`config.mk`:
```
export PLATFORM = sky130hd
export DESIGN_NAME = thermal_pid_pwm_core
export DESIGN_NICKNAME = d
export VERILOG_FILES = /design/src/rtl/thermal_pid_pwm_core.sv
export SDC_FILE = /design/constraint.sdc
export NUM_CORES = 1
export LEC_CHECK = 0
export ABC_CLOCK_PERIOD_IN_PS = 4180
export CELL_PAD_IN_SITES_DETAIL_PLACEMENT = 0
export CELL_PAD_IN_SITES_GLOBAL_PLACEMENT = 1
export CORE_UTILIZATION = 45
export CTS_BUF_LIST = sky130_fd_sc_hd__clkbuf_4
export DETAILED_ROUTE_END_ITERATION = 6
export HOLD_SLACK_MARGIN = 0.12
export PLACE_DENSITY = 0.9
export SYNTH_ARGS = -nofsm -noshare
export SYNTH_HDL_FRONTEND = slang
export SYNTH_SLANG_ARGS = --single-unit
```
`constraint.sdc`:
```
create_clock -name clk -period 4.18 [get_ports clk]
set_input_delay 0.836 -clock clk [delete_from_list [all_inputs] [get_ports clk]]
set_output_delay 0.836 -clock clk [all_outputs]
set_load 0.01 [all_outputs]
```
`src/rtl/thermal_pid_pwm_core.sv`:
```
`default_nettype none
// ============================================================================
// Module   : thermal_pid_pwm_core
// Brief    : Fixed-latency sequential PID driving mutually exclusive heater/fan PWM.
// Revision : 1.0 - initial release
// ============================================================================
module thermal_pid_pwm_core #(
    parameter int DATA_W     = 16,
    parameter int OUT_W      = 8,
    parameter int KP         = 4,
    parameter int KI         = 1,
    parameter int KD         = 2,
    parameter int GAIN_SHIFT = 4,
    parameter int I_LIMIT    = 4096,
    parameter int DEADBAND   = 25,
    parameter int PWM_DIV    = 100
) (
    input  logic              clk,
    input  logic              rst,
    input  logic              en,
    input  logic              sample_valid,
    input  logic [DATA_W-1:0] temp_in,
    input  logic [DATA_W-1:0] set_in,
    output logic              busy,
    output logic              cmd_valid,
    output logic [OUT_W-1:0]  cmd_mag,
    output logic              cmd_heat,
    output logic              sat,
    output logic              pwm_heat,
    output logic              pwm_fan
);
    localparam int c_EW    = DATA_W + 1;
    localparam int c_IW    = DATA_W + 2;
    localparam int c_SW    = 2 * DATA_W + 4;
    localparam int c_PRE_W = (PWM_DIV > 1) ? $clog2(PWM_DIV) : 1;

    localparam logic [2:0] c_ST_IDLE = 3'd0;
    localparam logic [2:0] c_ST_ERR  = 3'd1;
    localparam logic [2:0] c_ST_INT  = 3'd2;
    localparam logic [2:0] c_ST_SUM  = 3'd3;
    localparam logic [2:0] c_ST_OUT  = 3'd4;

    localparam logic        [c_EW-1:0]    c_DEADBAND = c_EW'(DEADBAND);
    localparam logic signed [c_IW-1:0]    c_ILIM_P   = c_IW'(I_LIMIT);
    localparam logic signed [c_IW-1:0]    c_ILIM_N   = -c_ILIM_P;
    localparam logic signed [c_SW-1:0]    c_KP       = c_SW'(KP);
    localparam logic signed [c_SW-1:0]    c_KI       = c_SW'(KI);
    localparam logic signed [c_SW-1:0]    c_KD       = c_SW'(KD);
    localparam logic        [c_SW-1:0]    c_MAG_MAX  = c_SW'((2 ** OUT_W) - 1);
    localparam logic        [OUT_W-1:0]   c_CNT_LAST = OUT_W'((2 ** OUT_W) - 2);
    localparam logic        [c_PRE_W-1:0] c_PRE_LAST = c_PRE_W'(PWM_DIV - 1);

    logic [2:0]              r_state, w_next;
    logic [DATA_W-1:0]       r_temp, r_set;
    logic signed [c_EW-1:0]  r_err, r_prev, r_int;
    logic signed [c_IW-1:0]  r_deriv;
    logic signed [c_SW-1:0]  r_sum;
    logic                    r_busy, r_cmd_valid, r_cmd_heat, r_sat;
    logic [OUT_W-1:0]        r_cmd_mag;

    logic                    w_accept;
    logic signed [c_EW-1:0]  w_diff;
    logic [c_EW-1:0]         w_diff_mag;
    logic signed [c_IW-1:0]  w_int_sum, w_int_clamped;
    logic signed [c_SW-1:0]  w_s;
    logic [c_SW-1:0]         w_s_mag;

    logic [c_PRE_W-1:0]      r_pre;
    logic [OUT_W-1:0]        r_cnt, r_mag;
    logic                    r_dir;
    logic                    w_tick, w_wrap;

    assign w_accept   = en && sample_valid && (r_state == c_ST_IDLE) && !r_busy;
    assign w_diff     = $signed({1'b0, r_set}) - $signed({1'b0, r_temp});
    assign w_diff_mag = w_diff[c_EW-1] ? $unsigned(-w_diff) : $unsigned(w_diff);
    assign w_int_sum  = c_IW'(r_int) + c_IW'(r_err);
    assign w_s        = r_sum >>> GAIN_SHIFT;
    assign w_s_mag    = w_s[c_SW-1] ? $unsigned(-w_s) : $unsigned(w_s);

    always_comb begin
        w_int_clamped = w_int_sum;
        if (w_int_sum > c_ILIM_P) begin
            w_int_clamped = c_ILIM_P;
        end else if (w_int_sum < c_ILIM_N) begin
            w_int_clamped = c_ILIM_N;
        end
    end

    always_comb begin
        w_next = r_state;
        case (r_state)
            c_ST_IDLE: if (w_accept) w_next = c_ST_ERR;
            c_ST_ERR:  w_next = c_ST_INT;
            c_ST_INT:  w_next = c_ST_SUM;
            c_ST_SUM:  w_next = c_ST_OUT;
            default:   w_next = c_ST_IDLE;
        endcase
    end

    always_ff @(posedge clk) begin
        if (rst || !en) begin
            r_state <= c_ST_IDLE;
        end else begin
            r_state <= w_next;
        end
    end

    // busy also spans the cmd_valid cycle, so a strobe there is dropped too
    always_ff @(posedge clk) begin
        if (rst || !en) begin
            r_temp      <= '0;
            r_set       <= '0;
            r_err       <= '0;
            r_prev      <= '0;
            r_int       <= '0;
            r_deriv     <= '0;
            r_sum       <= '0;
            r_busy      <= 1'b0;
            r_cmd_valid <= 1'b0;
            r_cmd_mag   <= '0;
            r_cmd_heat  <= 1'b0;
            r_sat       <= 1'b0;
        end else begin
            r_busy      <= (w_next != c_ST_IDLE) || (r_state == c_ST_OUT);
            r_cmd_valid <= 1'b0;
            case (r_state)
                c_ST_IDLE: begin
                    if (w_accept) begin
                        r_temp <= temp_in;
                        r_set  <= set_in;
                    end
                end
                c_ST_ERR: begin
                    r_err <= (w_diff_mag <= c_DEADBAND) ? '0 : w_diff;
                end
                c_ST_INT: begin
                    if (r_err != '0) begin
                        r_int <= w_int_clamped[c_EW-1:0];
                    end
                    r_deriv <= c_IW'(r_err) - c_IW'(r_prev);
                    r_prev  <= r_err;
                end
                c_ST_SUM: begin
                    r_sum <= c_KP * c_SW'(r_err) + c_KI * c_SW'(r_int) + c_KD * c_SW'(r_deriv);
                end
                c_ST_OUT: begin
                    r_cmd_valid <= 1'b1;
                    r_sat       <= (w_s_mag > c_MAG_MAX);
                    r_cmd_mag   <= (w_s_mag > c_MAG_MAX) ? '1 : w_s_mag[OUT_W-1:0];
                    r_cmd_heat  <= !w_s[c_SW-1] && (w_s != '0);
                end
                default: ;
            endcase
        end
    end

    // Prescaler free-runs through en=0 so tick phase only resets with rst
    assign w_tick = (r_pre == c_PRE_LAST);
    assign w_wrap = w_tick && (r_cnt == c_CNT_LAST);

    always_ff @(posedge clk) begin
        if (rst || w_tick) begin
            r_pre <= '0;
        end else begin
            r_pre <= r_pre + c_PRE_W'(1);
        end
    end

    // A reversal while driving inserts one all-off period; an idle output reverses at once
    always_ff @(posedge clk) begin
        if (rst || !en) begin
            r_cnt <= '0;
            r_mag <= '0;
            r_dir <= 1'b0;
        end else if (w_tick) begin
            r_cnt <= w_wrap ? '0 : r_cnt + OUT_W'(1);
            if (w_wrap) begin
                r_mag <= ((r_mag != '0) && (r_cmd_heat != r_dir)) ? '0 : r_cmd_mag;
                r_dir <= r_cmd_heat;
            end
        end
    end

    assign busy      = r_busy;
    assign cmd_valid = r_cmd_valid;
    assign cmd_mag   = r_cmd_mag;
    assign cmd_heat  = r_cmd_heat;
    assign sat       = r_sat;
    assign pwm_heat  = r_dir && (r_cnt < r_mag);
    assign pwm_fan   = !r_dir && (r_cnt < r_mag);

endmodule
`default_nettype wire

```
== After elaboration in Yosys (flattened, before gate mapping) ==
Cells that the tools add are included.
W data, S select, Z words.

* $lt $le $gt $ge: 5
* Reduce and logical (&&, ||, !) cells: 23
* Equal/unequal tests: 7
* $add $sub $neg: 9
* Multiplexer cells: 11

{| class="wikitable"
|+ Operator list
! kind !! count
|-
| $mux W17 || 4
|-
| $gt A36 B8 Y1 const B || 1
|-
| $mux W36 || 1
|-
| $neg A17 Y36 || 1
|-
| $reduce_bool A36 Y1 || 1
|-
| $mux W8 || 3
|-
| $add A20 B19 Y21 || 1
|-
| $add A19 B17 Y20 || 1
|-
| $add A17 B17 Y18 || 1
|-
| $gt A18 B14 Y1 const B || 1
|-
| $lt A18 B13 Y1 const B || 1
|-
| $sub A17 B17 Y18 || 1
|-
| $le A17 B5 Y1 const B || 1
|-
| $neg A17 Y17 || 1
|-
| $reduce_bool A17 Y1 || 1
|-
| $sub A16 B16 Y17 || 1
|-
| $pmux W3 S4 || 1
|-
| $add A8 B1 Y8 const B || 1
|-
| $eq A8 B8 Y1 const B || 1
|-
| $logic_and A1 B1 Y1 || 8
|-
| $lt A8 B8 Y1 || 1
|-
| $reduce_bool A8 Y1 || 1
|-
| $add A7 B1 Y7 const B || 1
|-
| $eq A7 B7 Y1 const B || 1
|-
| 11 further kinds || 19
|}

* Input port bits: 36
* Logic and storage cells: 72
* Flip-flop bits (word level): 161
* Output and inout bits: 14

== Logic depth before layout (Yosys ltp) ==
* Depth after elaboration: 7
* Gate-level depth with buffers: 14
* Gate-level depth less buffers: 13

== Worst setup path after synthesis ==
No wires, ideal clock.

* Kind: register to register
* Start: reg r_err[1]
* End: reg r_sum[20] (netlist name)
* Data arrival time: 3.556 ns
* Setup time: 0.074 ns
* Buffers on the path: 0
* Slack: 0.550 ns
* Period minus slack after synthesis: 3.630 ns
* Cell stages (with the launch flop): 13
* Required time: 4.106 ns
* Path through: dfxtp_1 -> fa_1 -> ha_1 -> a41o_1 -> a21o_1 -> a21oi_1 -> o21ai_1 -> a31oi_1 -> o21ai_1 -> a41oi_1 -> nor2b_1 -> or4b_2 -> a31oi_1

* Word-level cells in the longest chain between the ends: 2

{| class="wikitable"
|+ RTL lines
! what !! RTL line !! source
|-
| start, declared || 55 || <nowiki>logic signed [c_EW-1:0] r_err, r_prev, r_int;</nowiki>
|-
| start signal, assigned || 134 || <nowiki>r_err <= (w_diff_mag <= c_DEADBAND) ? '0 : w_diff;</nowiki>
|-
| $add A19 B17 Y20 || 144 || <nowiki>r_sum <= c_KP * c_SW'(r_err) + c_KI * c_SW'(r_int) + c_KD * c_SW'(r_deriv);</nowiki>
|-
| $add A20 B19 Y21 || 144 ||
|}

No other way between the ends.
A chain may end at the register's enable or synchronous reset.

== Final worst setup path ==
* Start: reg r_mag[1]
* End: out pwm_heat

* Word-level cells in the longest chain between the ends: 2

{| class="wikitable"
|+ RTL lines
! what !! RTL line !! source
|-
| start, declared || 69 || <nowiki>logic [OUT_W-1:0] r_cnt, r_mag;</nowiki>
|-
| start signal, assigned || 178 || <nowiki>r_mag <= ((r_mag != '0) && (r_cmd_heat != r_dir)) ? '0 : r_cmd_mag;</nowiki>
|-
| $lt A8 B8 Y1 || 189 || <nowiki>assign pwm_heat = r_dir && (r_cnt < r_mag);</nowiki>
|-
| $logic_and A1 B1 Y1 || 189 ||
|-
| end, declared || 29 || <nowiki>output logic pwm_heat,</nowiki>
|}

No other way between the ends.

==> impl_metrics.ini <==
[place]
dp_hpwl_um = 18000
placed_area_mm2 = 0.0109
gp_congestion = 0.887
post-place-ws_ps = 386
port_buffers = 49
dp_cells = 1559

[min_path]
hold_class = reg -> reg
holdPathEnd = r_pre[0]$_SDFF_PP0_
hold_path.startpoint = r_pre[0]$_SDFF_PP0_
holdPathStages = 1

[global_routing]
grt_usage_pct = 22.0
grt_max_degree = 51
use_met3_pct = 3.71
grt_pass1_wl_um = 40000
grt-busiest-layer = met2
grt_pass1_vias = 7987
grt_use_met1_pct = 31.2
grtUsageMet2_pct = 33.9
antenna_found_initial = 1
gr-total-overflow = 0

[clocking]
cts_tree = yes
cts-root-buf = clkbuf_4
ctsHtreeMaxLevel = 4
cts_buffers = 17
cts_sinks = 157
clkSlewWorstSetupHoldPaths_ps = 160
post-cts-setup-buffers = 0
clk_latency_ps = 600
clockBufferDepth = 2

[synth]
synth_edf_count = 0
yosysWarnings = 0
synth_area_mm2 = 0.0101
synth_cell_type_count = 79
synth_common_cells = nand2_1 (220), dfxtp_1 (157), a21oi_1 (139), nor2_1 (83), ha_1 (79)
synth_seq_area_share_pct = 31.3
syn-instance-count = 1260
synth-main-ff-cell = dfxtp_1
synth.most_common_cell = nand2_1
synth_top_cell_by_area = dfxtp_1
synth-seq-cells = 157
syn_avg_cell_area_um2 = 7.98
async_flop_share_pct = 0
synth_nets = 1395
synthTopCellsByArea = dfxtp_1 (31%), ha_1 (9.8%), nand2_1 (8.2%)
synth_top_area_share_pct = 31.3

[critical_path]
reg2reg_to = r_err[16]$_SDFFE_PP0P_
endpoint_kind = output port
cp_slowest_cell = clkdlybuf4s50_1
cpPeakStageDelay_ps = 520
r2r_slack_ps = 400
r2r_start = r_set[0]$_SDFFE_PP0P_
critPathMaxFanout = 3
required_ps = 3340
crit_chain = inv_1 -> ha_1 -> a21o_1 -> a21o_1 -> a21o_1 -> a21oi_1 -> nor2b_1 -> o21ai_0 -> nand2b_1 -> a21oi_1 -> and2_1 -> clkdlybuf4s50_1
arrival_ps = 3130
worstSetupPathType = reg -> out
critPathLaunchType = register
r2r_cells = 14
cp_common_cell = a21o_1

[power]
power.leakage_nw = 4.33
peakVddDrop_mv = 0.140
finalPower_mw = 2.93
p_per_area_mw_per_mm2 = 262

[detailed_routing]
drc = 0
drt_iter0_markers = 523
ant_nets = 0
vias_per_cell = 5.53
drt-total-wl_um = 24000
vias = 8800
routedWlPerCell_um = 15.1
drt_pass1_iterations = 5

[sta]
skew_ps = 26.2
finalSetupViolations = 0
fin_ws_ps = 218
worst_pin_slew_ps = 1050
hold_viol = 0
period_minus_slack_ps = 3960
report.final.slew_viol_count = 0
fmax_mhz = 252
setup_tns_ps = 0
holdWs_ps = 459
min_period_over_period_pct = 94.8
relSlewSlack_pct = 29.5

[floorplanning]
initial_utilization_pct = 45.9
num_io_pins = 50
die_h_um = 151
core_mm2 = 0.0219
die_w_um = 151
row_count = 54
dieArea_mm2 = 0.0229

[final_layout]
nets = 1433
syn_to_final_growth_pct = 11.1
fin_cells = 1592
final_cell_area_mm2 = 0.0112
layout-drive-gt1-share_pct = 6.41
final_util_pct = 51.0

[run]
maxCapViolCount = 0

[outcome]
status = finished, final reports clean
layout by cell type (no fill, tap or decap), types with 16 or more instances in the layout:
| cell | count |
|---|---|
| ha_1 | 79 |
| a21oi_1 | 139 |
| xor2_1 | 28 |
| nor4_1 | 16 |
| clkbuf_4 | 17 |
| nand3_1 | 25 |
| a21o_1 | 20 |
| clkdlybuf4s50_1 | 48 |
| nand2_1 | 220 |
| buf_4 | 21 |
| inv_1 | 67 |
| nor2_1 | 83 |
| fa_1 | 20 |
| xnor2_1 | 35 |
| dfxtp_1 | 157 |
| nor3_1 | 22 |
| o21ai_0 | 52 |
flip-flops by register name (all words and copies together), names as in the netlist, 8 cells and up:
signal / flops
r_err: 17
r_sum: 17
r_set: 16
r_deriv: 18
r_temp: 16
cmd_mag: 8
r_cnt: 8
r_mag: 8
r_int: 17
r_prev: 17
power by group:
group	internal [mW]	total, mW	switching, mW	leakage (nW)
Clock	0.278	0.944	0.666	0.153
Combinational	0.183	0.467	0.284	2.91
Sequential	1.51	1.52	0.00957	1.27
Total	1.97	2.93	0.959	4.33
layout make-up:
| class | count | area (um2) |
|---|---|---|
| multi-input cells | 984 | 6470 |
| flip-flops and latches | 157 | 3140 |
| well taps | 280 | 350 |
| diodes | 1 | 2.50 |
| fillers | 2162 | 10700 |
| repair buffers | 70 | 651 |
| clock inverters | 15 | 166 |
| clock buffers | 17 | 128 |
| inverters | 68 | 255 |
cell families after synthesis:
group / share of synthesized area (%)
AO/OA/AOI/OAI: 22.9
buffers and inverters: 4.62
multiplexers: 0.709
adder cells (fa/ha/maj): 13.8
XOR/XNOR: 5.49
AND/OR/NAND/NOR: 21.2
flip-flops: 31.3
worst max-delay path by stage:
stage / cells after the start / endpoint / from
2_1_floorplan: 12 / r_sum[20]$_SDFFE_PP0P_ / r_err[1]$_SDFFE_PP0P_
3_3_place_gp: 14 / r_err[6]$_SDFFE_PP0P_ / r_set[0]$_SDFFE_PP0P_
3_5_place_dp: 14 / r_err[2]$_SDFFE_PP0P_ / r_set[0]$_SDFFE_PP0P_
4_1_cts: 12 / pwm_fan / r_mag[1]$_SDFFE_PP0P_
5_1_grt: 12 / pwm_heat / r_mag[1]$_SDFFE_PP0P_
6_report: 12 / pwm_heat / r_mag[1]$_SDFFE_PP0P_
worst max-delay path, delay by kind of cell (launching register included):
kind,cells,cell delay [ps]
adders and majority gates,1,270
AOI/OAI and AO/OA,6,990
DFF,1,390
and+or+nand+nor,3,280
buffers and inverters,2,580
per-layer routing:
layer / routed length, um / share of wire, %
met5: 0 / 0
met4: 429 / 1.8
met3: 1220 / 5.1
met2: 10500 / 44
met1: 11900 / 49
timing repair:
action,in CTS,in global routing
resized for setup,0,2
hold buffers,0,0
setup endpoints to repair,0,2
hold endpoints to repair,0,0
Note: power is estimated with default switching activity, not from simulation.
